<file path="config.mk">
export PLATFORM = sky130hd
export DESIGN_NAME = uart_fifo_ctrl
export DESIGN_NICKNAME = d
export VERILOG_FILES = /design/src/rtl/uart_fifo_ctrl.sv
export SDC_FILE = /design/constraint.sdc
export NUM_CORES = 1
export LEC_CHECK = 0
export BUFFER_PORTS_ARGS = -buffer_cell sky130_fd_sc_hd__buf_2
export CAP_MARGIN = 10
export CORE_AREA = 2 2 162 164
export DETAILED_ROUTE_END_ITERATION = 8
export DIE_AREA = 0 0 164 166
export PLACE_DENSITY_LB_ADDON = 0.3
export SLEW_MARGIN = 30
export SYNTH_ARGS = -nofsm -noshare
export SYNTH_HDL_FRONTEND = slang
export SYNTH_SLANG_ARGS = --single-unit
export TNS_END_PERCENT = 20
</file>
<file path="constraint.sdc">
create_clock -name clk_i -period 7.9 [get_ports clk_i]
set_input_delay 0.79 -clock clk_i [delete_from_list [all_inputs] [get_ports clk_i]]
set_output_delay 0.79 -clock clk_i [all_outputs]
set_load 0.1 [all_outputs]
</file>
<file path="src/rtl/uart_fifo_ctrl.sv">
// Buffered host-side controller for a single uart core: TX FIFO feeding the core one frame at a
// time, RX FIFO plus error/overflow status draining the core's receive flags.
module uart_fifo_ctrl #(
  parameter int unsigned DEPTH = 16,
  parameter int unsigned AW    = 4
) (
  input  logic          clk_i,
  input  logic          rst_i,
  // Host TX side
  input  logic          wr_en_i,
  input  logic [7:0]    wr_data_i,
  output logic          tx_full_o,
  output logic [AW:0]   tx_count_o,
  // Host RX side
  input  logic          rd_en_i,
  output logic [7:0]    rd_data_o,
  output logic          rx_empty_o,
  output logic [AW:0]   rx_count_o,
  output logic          rx_overflow_o,
  output logic [7:0]    err_count_o,
  input  logic          stat_clr_i,
  // uart core side
  output logic          uart_transmit_o,
  output logic [7:0]    uart_tx_byte_o,
  input  logic          uart_is_transmitting_i,
  input  logic          uart_received_i,
  input  logic [7:0]    uart_rx_byte_i,
  input  logic          uart_recv_error_i,
  output logic          uart_recv_ack_o
);

  localparam logic [AW:0] FullCnt = (AW+1)'(DEPTH);

  typedef enum logic [1:0] {TxIdle, TxIssue, TxWaitBusy, TxWaitDone} tx_state_e;
  typedef enum logic [1:0] {RxIdle, RxAck, RxWait} rx_state_e;

  // ---------------------------------------------------------------------------------------------
  // TX FIFO
  // ---------------------------------------------------------------------------------------------
  logic [7:0]    tx_mem_q [DEPTH];
  logic [AW-1:0] tx_wptr_q, tx_rptr_q;
  logic [AW:0]   tx_cnt_q;
  logic          tx_full, tx_push, tx_pop;
  tx_state_e     tx_state_q;
  logic          tx_transmit_q;
  logic [7:0]    tx_byte_q;

  assign tx_full = (tx_cnt_q == FullCnt);
  // Fullness uses the start-of-cycle count, so a same-cycle pop never admits a write.
  assign tx_push = wr_en_i && !tx_full;
  assign tx_pop  = (tx_state_q == TxIdle) && (tx_cnt_q != '0) && !uart_is_transmitting_i;

  always_ff @(posedge clk_i) begin
    if (tx_push) begin
      tx_mem_q[tx_wptr_q] <= wr_data_i;
    end
  end

  always_ff @(posedge clk_i or posedge rst_i) begin
    if (rst_i) begin
      tx_wptr_q <= '0;
      tx_rptr_q <= '0;
      tx_cnt_q  <= '0;
    end else begin
      if (tx_push) tx_wptr_q <= tx_wptr_q + 1'b1;
      if (tx_pop)  tx_rptr_q <= tx_rptr_q + 1'b1;
      tx_cnt_q <= tx_cnt_q + (AW+1)'(tx_push) - (AW+1)'(tx_pop);
    end
  end

  // ---------------------------------------------------------------------------------------------
  // TX sequencer
  // ---------------------------------------------------------------------------------------------
  always_ff @(posedge clk_i or posedge rst_i) begin
    if (rst_i) begin
      tx_state_q    <= TxIdle;
      tx_transmit_q <= 1'b0;
      tx_byte_q     <= 8'h00;
    end else begin
      case (tx_state_q)
        TxIdle: begin
          if (tx_pop) begin
            tx_byte_q     <= tx_mem_q[tx_rptr_q];
            tx_transmit_q <= 1'b1;
            tx_state_q    <= TxIssue;
          end
        end
        TxIssue: begin
          tx_transmit_q <= 1'b0;
          tx_state_q    <= TxWaitBusy;
        end
        TxWaitBusy: begin
          if (uart_is_transmitting_i) tx_state_q <= TxWaitDone;
        end
        TxWaitDone: begin
          if (!uart_is_transmitting_i) tx_state_q <= TxIdle;
        end
        default: begin
          tx_transmit_q <= 1'b0;
          tx_state_q    <= TxIdle;
        end
      endcase
    end
  end

  // ---------------------------------------------------------------------------------------------
  // RX FIFO and status
  // ---------------------------------------------------------------------------------------------
  logic [7:0]    rx_mem_q [DEPTH];
  logic [AW-1:0] rx_wptr_q, rx_rptr_q;
  logic [AW:0]   rx_cnt_q;
  rx_state_e     rx_state_q;
  logic          rx_ack_q;
  logic          rx_ovf_q;
  logic [7:0]    err_cnt_q;
  logic          rx_full, rx_pop, rx_push, rx_sample, ovf_set, err_inc;

  assign rx_full   = (rx_cnt_q == FullCnt);
  assign rx_pop    = rd_en_i && (rx_cnt_q != '0);
  assign rx_sample = (rx_state_q == RxIdle);
  // A same-cycle pop frees a slot, so a full FIFO still accepts the byte.
  assign rx_push   = rx_sample && uart_received_i && (!rx_full || rx_pop);
  assign ovf_set   = rx_sample && uart_received_i && rx_full && !rx_pop;
  assign err_inc   = rx_sample && uart_recv_error_i;

  always_ff @(posedge clk_i) begin
    if (rx_push) begin
      rx_mem_q[rx_wptr_q] <= uart_rx_byte_i;
    end
  end

  always_ff @(posedge clk_i or posedge rst_i) begin
    if (rst_i) begin
      rx_wptr_q <= '0;
      rx_rptr_q <= '0;
      rx_cnt_q  <= '0;
    end else begin
      if (rx_push) rx_wptr_q <= rx_wptr_q + 1'b1;
      if (rx_pop)  rx_rptr_q <= rx_rptr_q + 1'b1;
      rx_cnt_q <= rx_cnt_q + (AW+1)'(rx_push) - (AW+1)'(rx_pop);
    end
  end

  // New events take priority over a same-cycle status clear.
  always_ff @(posedge clk_i or posedge rst_i) begin
    if (rst_i) begin
      rx_ovf_q  <= 1'b0;
      err_cnt_q <= 8'h00;
    end else begin
      if (ovf_set) begin
        rx_ovf_q <= 1'b1;
      end else if (stat_clr_i) begin
        rx_ovf_q <= 1'b0;
      end
      if (err_inc) begin
        if (stat_clr_i) begin
          err_cnt_q <= 8'd1;
        end else if (err_cnt_q != 8'hFF) begin
          err_cnt_q <= err_cnt_q + 8'd1;
        end
      end else if (stat_clr_i) begin
        err_cnt_q <= 8'h00;
      end
    end
  end

  // ---------------------------------------------------------------------------------------------
  // RX event sequencer: IDLE samples flags, ACK pulses recv_ack, WAIT skips the clearing edge
  // ---------------------------------------------------------------------------------------------
  always_ff @(posedge clk_i or posedge rst_i) begin
    if (rst_i) begin
      rx_state_q <= RxIdle;
      rx_ack_q   <= 1'b0;
    end else begin
      case (rx_state_q)
        RxIdle: begin
          if (uart_received_i || uart_recv_error_i) begin
            rx_ack_q   <= 1'b1;
            rx_state_q <= RxAck;
          end
        end
        RxAck: begin
          rx_ack_q   <= 1'b0;
          rx_state_q <= RxWait;
        end
        RxWait: begin
          rx_state_q <= RxIdle;
        end
        default: begin
          rx_ack_q   <= 1'b0;
          rx_state_q <= RxIdle;
        end
      endcase
    end
  end

  // ---------------------------------------------------------------------------------------------
  // Outputs
  // ---------------------------------------------------------------------------------------------
  assign tx_full_o       = tx_full;
  assign tx_count_o      = tx_cnt_q;
  assign rd_data_o       = rx_mem_q[rx_rptr_q];
  assign rx_empty_o      = (rx_cnt_q == '0);
  assign rx_count_o      = rx_cnt_q;
  assign rx_overflow_o   = rx_ovf_q;
  assign err_count_o     = err_cnt_q;
  assign uart_transmit_o = tx_transmit_q;
  assign uart_tx_byte_o  = tx_byte_q;
  assign uart_recv_ack_o = rx_ack_q;

endmodule

</file>
# Word level (Yosys, flattened, before mapping)

Memory sizes are Yosys's and may differ from the RTL's. A register that Yosys moved wholly into a read port is not among the register bits.
Index checks and enable logic that the tools add are counted.

Bits in registers: 41
RAM bits: 256
Input port bits: 24
Output and inout port bits: 39
Logic and storage cells: 85
Memories: 2

Memory list:

| name     | words | width | rd ports | clocked after memory_dff | write ports | line | RTL |
|---|---|---|---|---|---|---|---|
| rx_mem_q | 16    | 8     | 1        | 0                        | 1           | 109  | `logic [7:0] rx_mem_q [DEPTH];` |
| tx_mem_q | 16    | 8     | 1        | 1                        | 1           | 40   | `logic [7:0] tx_mem_q [DEPTH];` |

Add/subtract/negate cells: 9
Eq/ne operators: 12
Multiplexer cells: 20
Bitwise operators: 1
Reductions and logical operators: 29

Operators with widths:

| kind                                                             | number |
|---|---|
| 8-bit two-way mux                                                | 4 |
| 4-bit by 1-bit adder with 4-bit output (second input constant)   | 4 |
| 5-bit by 1-bit adder with 5-bit output                           | 2 |
| 5-bit == test (second input constant)                            | 2 |
| 5-bit nonzero test                                               | 2 |
| 5-bit by 1-bit subtractor with 5-bit output                      | 2 |
| 1-bit logical AND                                                | 9 |
| 8-bit by 1-bit adder with 8-bit output (second input constant)   | 1 |
| 1-bit two-way mux                                                | 8 |
| 2-bit two-way mux                                                | 4 |
| 8-bit inequality test (second input constant)                    | 1 |
| 2-bit case mux with 4 select lines                               | 1 |
| 2-bit AND reduction                                              | 4 |
| 2-bit nonzero test                                               | 4 |
| 2-bit == test (second input constant)                            | 3 |
| 2-bit inequality test (second input constant)                    | 3 |
| 5-bit zero test                                                  | 1 |
| 2-bit by 1-bit == test with 1-bit output (second input constant) | 2 |
| 1-bit zero test                                                  | 4 |
| 2-bit zero test                                                  | 2 |
| 1-bit case mux with 2 select lines                               | 2 |
| 2-bit case mux with 2 select lines                               | 1 |
| 3-bit AND reduction                                              | 1 |
| 1-bit logical OR                                                 | 2 |
| other kinds (2)                                                  | 2 |

# Longest topological paths before layout

Gate-level depths: netlist of the first run.

Depth after elaboration: 6
Mapped depth: 15
Depth with buffers taken out: 14

# Worst setup path after synthesis of the first run

No wires, ideal clock.

Path type: reg2reg
Start: register rx_cnt_q[3], in the netlist rx_count_o[3]
End: register rx_cnt_q[4], in the netlist rx_count_o[4]
Library setup time: 81 ps
Data arrival time: 6242 ps
Required time: 7819 ps
Setup slack: 1577 ps
Stages on the path, launching flop included: 14
Path buffers: 0
Clock period less this slack: 6323 ps
Path through: dfrtp_1 > inv_1 > ha_1 > nor4b_1 > nor2_1 > ha_1 > inv_1 > ha_1 > inv_1 > fa_1 > inv_1 > a21oi_1 > o21bai_1 > xnor2_1

Word-level cells in the longest chain between the ends: 6
Elaborated cells between the ends (all ways): 8
Those cells by class: add/sub: 2; eq/ne: 1; reduce/logical: 5

Ends and longest elaborated chain:

| element                                              | line     | RTL |
|---|---|---|
| start, declared                                      | 111      | `logic [AW:0] rx_cnt_q;` |
| start signal, assigned                               | 140      | `rx_cnt_q <= rx_cnt_q + (AW+1)'(rx_push) - (AW+1)'(rx_pop);` |
| 5-bit == test or 5-bit nonzero test (tied branches)  | 118, 119 |  |
| 1-bit zero test or 1-bit logical AND (tied branches) | 122, 119 |  |
| 1-bit logical OR                                     | 122      | `assign rx_push = rx_sample && uart_received_i && (!rx_full \|\| rx_pop);` |
| 1-bit logical AND                                    | 122      |  |
| 5-bit by 1-bit adder with 5-bit output               | 140      |  |
| 5-bit by 1-bit subtractor with 5-bit output (*)      | 140      |  |

Every way passes the cells marked *; elsewhere a longest branch is shown, timed or not.
A chain may end at the register's enable or synchronous reset.

# Final worst setup path of the first run

Start: register rx_rptr_q[0]
End: output port rd_data_o[1]

Word-level cells in the longest chain between the ends: 1

Ends and longest elaborated chain:

| element                | line | RTL |
|---|---|---|
| start, declared        | 110  | `logic [AW-1:0] rx_wptr_q, rx_rptr_q;` |
| start signal, assigned | 139  | `if (rx_pop) rx_rptr_q <= rx_rptr_q + 1'b1;` |
| memory read 16 x 8 bit | n/a  |  |
| end, declared          | 16   | `output logic [7:0] rd_data_o,` |

Every way passes these cells.

==> results of run 1 <==
## final cells by class
type	instances	share of cell area (%)
timing repair buffer	70	2.61
tap	335	2.96
clock inverter	5	0.362
inverter	29	0.786
sequential	305	62.9
multi-input combinational	280	23.9
clock buffer	53	6.41
## worst reg2reg max path: cells and delay by family (launching register included)
family	cells	cell delay [ns]
compound gates	3	0.88
simple gates	1	0.49
xor+xnor	1	0.13
buf+inv	4	0.58
flops	1	0.42
fa+ha+maj	3	0.93
## cell usage in the layout (no fill, tap or decap), drive strengths merged, types with 2 or more instances in the layout
| cell type | n |
|---|---|
| nand2 | 19 |
| or3b | 2 |
| nor2 | 24 |
| edfxtp | 256 |
| a21o | 9 |
| mux4 | 72 |
| o2111ai | 2 |
| mux2 | 4 |
| a21oi | 6 |
| fa | 2 |
| o22ai | 7 |
| xor2 | 8 |
| and3 | 5 |
| ha | 28 |
| o21ai | 4 |
| o211ai | 2 |
| nand4 | 7 |
| and4 | 4 |
| dfrtp | 49 |
| clkbuf | 53 |
| nand3 | 4 |
| mux2i | 12 |
| clkinv | 3 |
| nor2b | 4 |
| a211oi | 7 |
| nand2b | 4 |
| nor3 | 6 |
| inv | 30 |
| buf | 70 |
| xnor2 | 15 |
| nor3b | 6 |
| nor4b | 6 |
| o21bai | 2 |
## Yosys cell counts (5+ instances only)
library cell  instances  area [µm²]
xnor2_1              15         131
buf_6                 7        78.8
mux4_2               42         946
inv_1                29         109
nand4_1               7        43.8
a21oi_1               6        30.0
clkbuf_1              9        33.8
ha_1                 28         350
buf_2                 6        30.0
mux4_1               30         788
xor2_1                8        70.1
mux2i_1              12         120
nor3b_1               5        37.5
a21o_1                9        67.6
nand2_1              19        71.3
o22ai_1               7        43.8
buf_1                 5        18.8
nor3_1                6        30.0
nor4b_1               6        52.6
and3_1                5        31.3
edfxtp_1            256        7690
dfrtp_1              49        1230
a211oi_1              7        52.6
nor2_1               24        90.1
## power breakdown
| part | internal (W) | leakage [nW] | switching, W |
|---|---|---|---|
| Clock | 0.000806 | 0.464 | 0.000558 |
| Sequential | 0.00197 | 2.91 | 0.000206 |
| Combinational | 0.000691 | 1.70 | 0.00139 |
| Total | 0.00347 | 5.08 | 0.00216 |
## worst max-delay path by stage
stage | start | to
finish | rx_rptr_q[0] | rd_data_o[1]
global route | rx_rptr_q[0] | rd_data_o[6]
CTS | rx_rptr_q[0] | rd_data_o[4]
detailed placement | uart_received_i | rx_count_o[4]
global placement | uart_received_i | rx_count_o[4]
floorplan | rx_count_o[3] | rx_count_o[4]
## state kept, by name (all words and copies together) (netlist names)
signal and count:
rx_mem_q 128, tx_mem_q 128, err_count_o 8, uart_tx_byte_o 8
rx_count_o 5, tx_count_o 5, rx_rptr_q 4, rx_wptr_q 4
tx_rptr_q 4, tx_wptr_q 4, rx_state_q 2, tx_state_q 2
rx_overflow_o 1, uart_recv_ack_o 1, uart_transmit_o 1
## routing by layer
| layer | vias up | part of all wire [%] |
|---|---|---|
| met4 | 0 | 2.1 |
| met1 | 3197 | 41 |
| met2 | 131 | 53 |
| met5 | - | 0 |
| li1 | 2731 | - |
| met3 | 30 | 4.3 |
## metrics by stage
step                setup WS (ns)  power, W  instances
finish                       4.15   0.00562       1077
global route                 4.05   0.00588       1077
CTS                          4.12   0.00566       1077
detailed placement           4.01   0.00430       1019
global placement             4.11   0.00423       1019
floorplan                    1.58   0.00390        645
## kinds of logic after synthesis
| logic type | synth area share [%] |
|---|---|
| multiplexers | 15.1 |
| flip-flops | 71.1 |
| buffers and inverters | 2.46 |
| XOR/XNOR | 1.61 |
| AND/OR/NAND/NOR | 4.16 |
| AO/OA/AOI/OAI | 2.42 |
| adder cells (fa/ha/maj) | 3.11 |
==> results.md, run 1 <==
* Result of the run: finished clean
* R2r worst-path depth at 12
* Setup repair bufs after CTS at 0
* Clock root buffer: clkbuf_16
* Actual transition at the worst max-transition pin at 0.903 ns
* Clock net sink count at 305
* Critical path buffers and inverters at 2
* Total count of hold-check failures in the final report at 0
* Final min period at 3.75 ns
* Share of final-layout standard cells stronger than drive strength 1 at 22.8%
* Critical path data required time at 7.11 ns
* Pin count of the biggest net entering global routing at 50
* Fin Setup TNS at 0 ns
* GP Congestion at 0.775
* Terminus of the critical flop-to-flop path: rx_count_o[4]
* Hold slack final at 0.342 ns
* Worst hold path class: primary input to asynchronous set/reset pin
* Average size of a mapped cell at 19.4 µm²
* Final setup violation count at 0
* Leakage Power at 5.08 nW
* Number of antenna violations at the first check in global routing at 0
* Pwr/cell area at 397 mW/mm²
* Antenna cell count at 0
* H-tree levels at 1
* Wire length after detailed routing at 23500 µm
* Core Box Area at 0.0256 mm²
* Family with the most delay on the worst path: multiplexers
* Primary FF master, synth: edfxtp_1
* Fraction of the core area covered by cells at the end of the flow at 55.3%
* Number of global-route vias before repair at 6394
* Max-cap violation count at 0
* Worst EP arrival at 2.96 ns
* Latest clock arrival within the worst-skew pair at 0.54 ns
* TritonCTS clock tree: yes
* Detailed placement HPWL at 15600 µm
* Footprint of the multi-input gates at 0.00339 mm²
* Register area at 0.00891 mm²
* Drt first-iter violations at 458
* Hold_buf cts at 0
* Pre-antenna DRT Iters at 4
* Worst path slowest cell: mux4_1
* Final design area excluding fillers at 0.0142 mm²
* Post-synthesis instance total at 645
* I/O pin count at 63
* CP Cell Sequence: buf_4 -> mux4_1 -> mux4_2 -> buf_2
* Longest Clk Path Bufs at 3
* Met1 track demand over resource at 23.3%
* Drt via density at 5.65
* Peak supply drop at 0.415 mV
* Crit path capture type: output pin
* Number of enable flip-flop cells after synthesis at 256
* Number of flip-flops and latches in the synthesized netlist at 305
* Maximum fanout along the worst path at 33
* Area overhead of the layout relative to synthesis at 13.0%
* Register-to-register setup slack at 4.38 ns
* Overall die area at 0.0272 mm²
* R2R Path Start: rx_state_q[1]
* Clock slew at the register clock pins of the worst setup and hold paths at 0.06 ns
* Fin crit share at 47.5%
* Std cell rows at 59
* Clock Skew at 0.0119 ns
* Number of stages on the worst setup path at 4
* Warnings, synthesis at 0
* Die extent in y at 166 µm
* Met3 demand-to-capacity share in global routing at 2.80%
* Drt drc at 0
* Net count after synthesis at 699
* Total clock buffers created by CTS at 31
* Remaining max-slew budget at the tightest pin at 39.6%
* Filler instances at 1924
* GRT Total Usage at 17.8%
* Synth async-reset ratio at 16.1%
* Routed wire length per instance at 21.8 µm
* Post-placement cell area at 0.0132 mm²
* GRT Max-Usage Layer: met2
* Number of nets in the layout at 771
* GRT Residual Overflow at 0
* Port Buffer Count at 62
* Syn Std Cell Area at 0.0125 mm²
* First-pass GRT wire length at 36800 µm
* Initial cell density of the core at 48.9%
* Die Span X at 164 µm
* Vias post-DR at 6089
* Met2 GRT Util at 31.4%
* RSZ-0062 raised after global routing: no
* Slew Viols, Final at 0
* Number of antenna-violating nets in the routed design at 0
* Maximum achievable frequency at 267 MHz
* Post-synth cell types at 47
* Maximum single-stage delay on the critical path at 0.73 ns
* Critical setup path kind: flop to output pin
* Worst setup SP type: flop
* Gates resized, CTS repair at 0
* Share of the yosys chip area belonging to registers at 71.1%
Note: power is estimated with default switching activity, not from simulation.
==> run 2: changes to the inputs <==
--- a/config.mk
+++ b/config.mk
@@ -5,11 +5,12 @@
 export SDC_FILE = /design/constraint.sdc
 export NUM_CORES = 1
 export LEC_CHECK = 0
+export ABC_AREA = 1
 export BUFFER_PORTS_ARGS = -buffer_cell sky130_fd_sc_hd__buf_2
 export CAP_MARGIN = 10
-export CORE_AREA = 2 2 162 164
+export CORE_AREA = 2 2 167 169
 export DETAILED_ROUTE_END_ITERATION = 8
-export DIE_AREA = 0 0 164 166
+export DIE_AREA = 0 0 169 171
 export PLACE_DENSITY_LB_ADDON = 0.3
 export SLEW_MARGIN = 30
 export SYNTH_ARGS = -nofsm -noshare
==> constraint.sdc (replaced) <==
create_clock -name clk_i -period 3.9 [get_ports clk_i]
set_input_delay 0.39 -clock clk_i [delete_from_list [all_inputs] [get_ports clk_i]]
set_output_delay 0.39 -clock clk_i [all_outputs]
set_load 0.1 [all_outputs]
==> run 2 against run 1 <==
Combinational power increased by 140%. Power increased by 120%. Critical path depth increased by 2. Hold slack got worse by 0.29 ns. Global-route usage increased by 2.0 points. Sequential share of layout area decreased by 2.8 points. Sequential power increased by 100%. Clock skew increased by 0.014 ns. Die area increased by 6.2%. First-iteration DRC count increased by 60%. Largest cell class unchanged. Register-to-register slack got worse by 3.3 ns. Final area increased by 4.7%. Critical endpoint is now rd_data_o[3].
==> results.md, run 2 <==
* Result of the run: finished clean
* Worst path setup slack after routing at 0.639 ns
* Leading post-synthesis cells by instance count: 259 x nand2_1, 256 x edfxtp_1, 151 x inv_1
* First-pass GRT wire length at 44600 µm
* Count leader, synth: nand2_1
* Antenna cell count at 0
* H-tree levels at 1
* Largest registers: rx_mem_q (128), tx_mem_q (128)
* Latest clock arrival within the worst-skew pair at 0.56 ns
* Overall die area at 0.0289 mm²
* Wire length after detailed routing at 28700 µm
* Launch point of the worst hold path: stat_clr_i
* Clock net sink count at 305
* Gates resized, CTS repair at 0
* Initial cell density of the core at 48.7%
* Number of nets in the layout at 1332
* Pre-CTS worst setup slack at 1.01 ns
* Total power at 0.0121 W
* Number of enable flip-flop cells after synthesis at 256
* Worst setup SP type: flop
* Drt via density at 5.19
* Remaining max-slew budget at the tightest pin at 34.4%
* Maximum single-stage delay on the critical path at 0.84 ns
* Uppermost layer routed: met4
* Routed wire length per instance at 17.4 µm
* Routed met3 length at 1310 µm
* Critical path data required time at 3.51 ns
* Actual transition at the worst max-transition pin at 0.980 ns
* Clock Skew at 0.0258 ns
* Area overhead of the layout relative to synthesis at 11.4%
* Wire length on met2 at 14300 µm
* R2r worst-path depth at 12
* GRT Residual Overflow at 0
* Leakage Power at 6.04 nW
* Post-synth cell types at 31
* Number of global-route vias before repair at 8213
* Warnings, synthesis at 0
* Syn Std Cell Area at 0.0133 mm²
* Final setup violation count at 0
* Met1 WL at 12200 µm
* Share of the yosys chip area belonging to registers at 67.0%
* Detailed placement HPWL at 17700 µm
* Worst hold path class: primary input to flop
* Fin crit share at 83.6%
* Critical setup path kind: flop to output pin
* Net count after synthesis at 1278
* Longest Clk Path Bufs at 3
* GP Congestion at 0.836
* Total count of hold-check failures in the final report at 0
* Port Buffer Count at 62
* Fin Setup TNS at 0 ns
* Most frequent standard cell in the layout excluding fill and tap cells: nand2_1
* Primary FF master, synth: edfxtp_1
* Total clock buffers created by CTS at 31
* Endpoint with the worst hold slack: err_count_o[7]
* Pre-antenna DRT Iters at 7
* Max-cap violation count at 0
* Setup repair bufs after CTS at 0
* CP Cell Sequence: clkinv_1 -> buf_4 -> o211ai_1 -> nand3_1 -> nand2_1 -> buf_2
* Drt drc at 0
* Std cell rows at 61
* Area share of the largest cell type after synthesis at 57.7%
* R2R Path Start: tx_count_o[2]
* Pwr/cell area at 818 mW/mm²
* Clock root buffer: clkbuf_16
* Core Box Area at 0.0273 mm²
* TritonCTS clock tree: yes
* Top library cells by usage in the layout, fill and taps aside: 259 x nand2_1, 256 x edfxtp_1, 149 x inv_1
* RSZ-0062 raised after global routing: no
* Min-Delay Path Depth at 2
* Vias post-DR at 8558
* Peak supply drop at 0.690 mV
* Worst path slowest cell: dfrtp_1
* Hold_buf cts at 1
* Clock slew at the register clock pins of the worst setup and hold paths at 0.06 ns
* Pin count of the biggest net entering global routing at 68
* Drt first-iter violations at 734
* Final min period at 3.26 ns
* Crit path capture type: output pin
* Post-synthesis instance total at 1224
* I/O pin count at 63
* Final design area excluding fillers at 0.0148 mm²
* Maximum fanout along the worst path at 18
* Share of final-layout standard cells stronger than drive strength 1 at 11.4%
* Cell taking the most area after synthesis: edfxtp_1
* Number of antenna violations at the first check in global routing at 0
* Die Span X at 169 µm
* Worst EP arrival at 2.87 ns
* Die extent in y at 171 µm
* Synth async-reset ratio at 16.1%
* Hold slack final at 0.0511 ns
* Terminus of the critical flop-to-flop path: tx_count_o[4]
* Average size of a mapped cell at 10.9 µm²
* Number of flip-flops and latches in the synthesized netlist at 305
* Cells taking the most area after synthesis: edfxtp_1 58%, dfrtp_1 9.2%, nand2_1 7.3%, nand3_1 4.8%, inv_1 4.3%
* GRT Total Usage at 19.8%
* Slew Viols, Final at 0
* Post-placement cell area at 0.0139 mm²
* Maximum achievable frequency at 307 MHz
* Number of antenna-violating nets in the routed design at 0
* Register-to-register setup slack at 1.03 ns
run 2: changes by cell type in the layout (fill, tap and decap cells not counted), sizes merged, moves of 31 or more:
cell    previous run  this run
nand2             19       260
o211ai             2        33
nand3              4       128
inv               30       154
nor2              24       142
o21ai              4        78
mux4              72         0
run 2: critical path, delay by kind of cell (launching register included):
kind / cells / cell delay [ns]
compound gates: 1 / 0.12
buf+inv: 3 / 1.11
flops: 1 / 0.84
simple gates: 2 / 0.25
run 2: cell families (layout without fill, tap and decap cells):
logic type,count (synthesis),in the layout,synth area share (%)
multiplexers,1,1,0.0752
adder cells (fa/ha/maj),30,30,2.93
AO/OA/AOI/OAI,120,120,5.16
AND/OR/NAND/NOR,540,540,17.0
XOR/XNOR,20,20,1.32
buffers and inverters,208,287,6.57
flip-flops,305,305,67.0
run 2: final cells by class:
type | count | area [µm²]
Fill cell | 2338 | 12500
Clock buffer | 43 | 861
Sequential cell | 305 | 8920
Clock inverter | 15 | 103
Tap cell | 346 | 433
Inverter | 156 | 591
Multi-Input combinational cell | 711 | 3530
Timing Repair Buffer | 73 | 395
run 2: worst max path at each step:
| stage | startpoint | end | slack, ns | cells past startpoint |
|---|---|---|---|---|
| floorplan | tx_count_o[2] | tx_count_o[4] | 0.84 | 13 |
| global placement | tx_count_o[2] | tx_count_o[4] | 1.07 | 12 |
| detailed placement | tx_count_o[2] | tx_count_o[4] | 1.01 | 12 |
| CTS | rx_rptr_q[2] | rd_data_o[3] | 0.62 | 6 |
| global route | rx_rptr_q[2] | rd_data_o[6] | 0.50 | 6 |
| finish | rx_rptr_q[2] | rd_data_o[3] | 0.64 | 6 |
run 2: metal layers:
layer  global-route usage [%]  vias up
li1                         -     4193
met3                     2.45       59
met1                     25.7     4075
met4                     6.65        0
met2                     34.7      231
met5                        0        -
run 2: where the power goes:
group          switching (W)  leakage [nW]  internal, W
logic                0.00376          2.65      0.00117
registers           0.000422          2.91      0.00398
clock network        0.00120         0.481      0.00160
run 2: per-stage QoR:
stage,std cells,util (%)
2_1_floorplan,1224,-
3_3_place_gp,1590,50.7
3_5_place_dp,1590,50.7
4_1_cts,1649,54.3
5_1_grt,1649,54.3
6_report,1649,54.3
==> run 3: changes to the inputs <==
--- a/config.mk
+++ b/config.mk
@@ -5,12 +5,12 @@
 export SDC_FILE = /design/constraint.sdc
 export NUM_CORES = 1
 export LEC_CHECK = 0
-export ABC_AREA = 1
+export ABC_AREA = 0
 export BUFFER_PORTS_ARGS = -buffer_cell sky130_fd_sc_hd__buf_2
 export CAP_MARGIN = 10
-export CORE_AREA = 2 2 167 169
+export CORE_AREA = 2 2 162 164
 export DETAILED_ROUTE_END_ITERATION = 8
-export DIE_AREA = 0 0 169 171
+export DIE_AREA = 0 0 164 166
 export PLACE_DENSITY_LB_ADDON = 0.3
 export SLEW_MARGIN = 30
 export SYNTH_ARGS = -nofsm -noshare
==> constraint.sdc (replaced) <==
create_clock -name clk_i -period 2.7 [get_ports clk_i]
set_input_delay 0.27 -clock clk_i [delete_from_list [all_inputs] [get_ports clk_i]]
set_output_delay 0.27 -clock clk_i [all_outputs]
set_load 0.1 [all_outputs]
==> run 3 against run 2 <==
The run now ends with negative setup slack left. Count of clock-buffer cells in the layout decreased by 4. Sequential power increased by 45%. Hold slack worse by 0.027 ns. Sequential share of layout area up 0.58 points. Setup slack worse by 0.71 ns. Combinational power rose by 45%. Via count down 26%. Power is 46% higher. Clock power rose by 50%. Wire length shrank 11%. Clock skew is 0.013 ns lower.
==> results.md, run 3 (synthesis gave the netlist of run 1 again) <==
* Violated checks: negative setup slack
* Worst path setup slack after routing at -0.0760 ns
* Core Box Area at 0.0256 mm²
* Area overhead of the layout relative to synthesis at 17.5%
* Fin Setup TNS at -0.320 ns
* Critical path buffers and inverters at 3
* Number of antenna violations at the first check in global routing at 0
* Std cell rows at 59
* Remaining max-slew budget at the tightest pin at 41.1%
* Vias post-DR at 6368
* CP Cell Sequence: buf_12 -> buf_16 -> mux4_2 -> mux4_2 -> buf_12
* Maximum fanout along the worst path at 8
* Final min period at 2.78 ns
* Worst hold path class: primary input to flop
* Worst EP arrival at 2.51 ns
* Maximum achievable frequency at 360 MHz
* RSZ-0062 raised after global routing: yes
* Pin count of the biggest net entering global routing at 50
* Maximum single-stage delay on the critical path at 0.54 ns
* GRT Residual Overflow at 0
* Actual transition at the worst max-transition pin at 0.883 ns
* Min-Delay Path Depth at 3
* Wire length after detailed routing at 25600 µm
* Largest registers: rx_mem_q (128), tx_mem_q (128)
* Routed wire length per instance at 23.0 µm
* Top library cells by usage in the layout, fill and taps aside: 256 x edfxtp_1, 64 x mux4_2, 54 x buf_2
* Clock Skew at 0.0123 ns
* Pre-antenna DRT Iters at 5
* Detailed placement HPWL at 15900 µm
* Hold slack final at 0.0242 ns
* GRT Total Usage at 19.2%
* Number of global-route vias before repair at 6701
* Port Buffer Count at 62
* Total clock buffers created by CTS at 31
* Most frequent standard cell in the layout excluding fill and tap cells: edfxtp_1
* Overall die area at 0.0272 mm²
* Pwr/cell area at 1200 mW/mm²
* Number of stages on the worst setup path at 5
* Family with the most delay on the worst path: multiplexers
* I/O pin count at 63
* Share of final-layout standard cells stronger than drive strength 1 at 34.3%
* Die Span X at 164 µm
* H-tree levels at 1
* Worst setup SP type: flop
* Fin crit share at 103%
* Clock root buffer: clkbuf_16
* Drt via density at 5.72
* Number of nets in the layout at 807
* Latest clock arrival within the worst-skew pair at 0.55 ns
* Clock net sink count at 305
* Post-layout instance count excluding filler cells at 1113
* Peak supply drop at 1.59 mV
* Total count of hold-check failures in the final report at 0
* Drt drc at 0
* Critical path data required time at 2.43 ns
* First-pass GRT wire length at 39600 µm
* Final setup violation count at 8
* Result of the run: finished with violations
* Worst path slowest cell: mux4_2
* Die extent in y at 166 µm
* GP Congestion at 0.849
* Max-cap violation count at 0
* Antenna cell count at 0
* Fraction of the core area covered by cells at the end of the flow at 57.5%
* Drt first-iter violations at 480
* Critical setup path kind: flop to output pin
* Crit path capture type: output pin
* Slew Viols, Final at 0
* Number of antenna-violating nets in the routed design at 0
* Cell Count Post-Placement at 1050
* Leakage Power at 5.25 nW
* Longest Clk Path Bufs at 3
* Initial cell density of the core at 48.9%
* TritonCTS clock tree: yes
* R2r worst-path depth at 14
* Clock slew at the register clock pins of the worst setup and hold paths at 0.06 ns
-- run 3: layout make-up --
class | instances | area [µm²]
fillers | 1876 | 10900
flip-flops and latches | 305 | 8940
multi-input cells | 280 | 3380
repair buffers | 106 | 860
clock buffers | 39 | 836
well taps | 335 | 419
clock inverters | 19 | 179
inverters | 29 | 109
-- run 3: tightest hold or removal path: stages --
cell and delay, ns:
buf_2 0.10, nor2_1 0.10, nor3_1 0.06
-- run 3: where the power goes --
part / total [W] / internal [W] / switching (W)
Combinational: 0.00713 / 0.00277 / 0.00436
Clock: 0.00421 / 0.00247 / 0.00174
Sequential: 0.00640 / 0.00579 / 0.000607
Total: 0.0177 / 0.0110 / 0.00671
-- run 3: final timing paths --
| kind | start | end | slack, ns |
|---|---|---|---|
| worst min register to register | uart_tx_byte_o[5] | uart_tx_byte_o[5] | 0.48 |
| worst max register to register | tx_count_o[3] | tx_count_o[4] | 0.14 |
| worst max-delay path | rx_rptr_q[0] | rd_data_o[6] | -0.08 |
| worst min-delay path | uart_received_i | rx_state_q[0] | 0.02 |
| min in group asynchronous | rst_i | err_count_o[1] | 0.44 |
| max in group asynchronous | rst_i | tx_count_o[4] | 1.68 |
-- run 3: timing repair --
action	in CTS	in global routing
cloned	2	0
setup endpoints to repair	9	10
hold endpoints to repair	50	0
setup buffers	1	0
hold buffers	2	0
gates resized for setup	52	9
pin swaps	0	1
-- run 3: routing by layer --
metal	vias up	GRT usage [%]	wire, µm
met4	0	5.11	544
li1	2785	-	-
met5	-	0	0
met3	44	3.05	1220
met1	3359	27.0	10900
met2	180	31.6	12900
-- run 3: metrics by stage --
stage               worst slack [ns]  cell area (µm²)  total power (W)
floorplan                     -0.822            12700           0.0116
global placement               0.110            13600           0.0128
detailed placement            0.0123            13600           0.0130
CTS                          -0.0910            14700           0.0178
global route                  -0.132            14700           0.0185
finish                       -0.0760            14700           0.0177
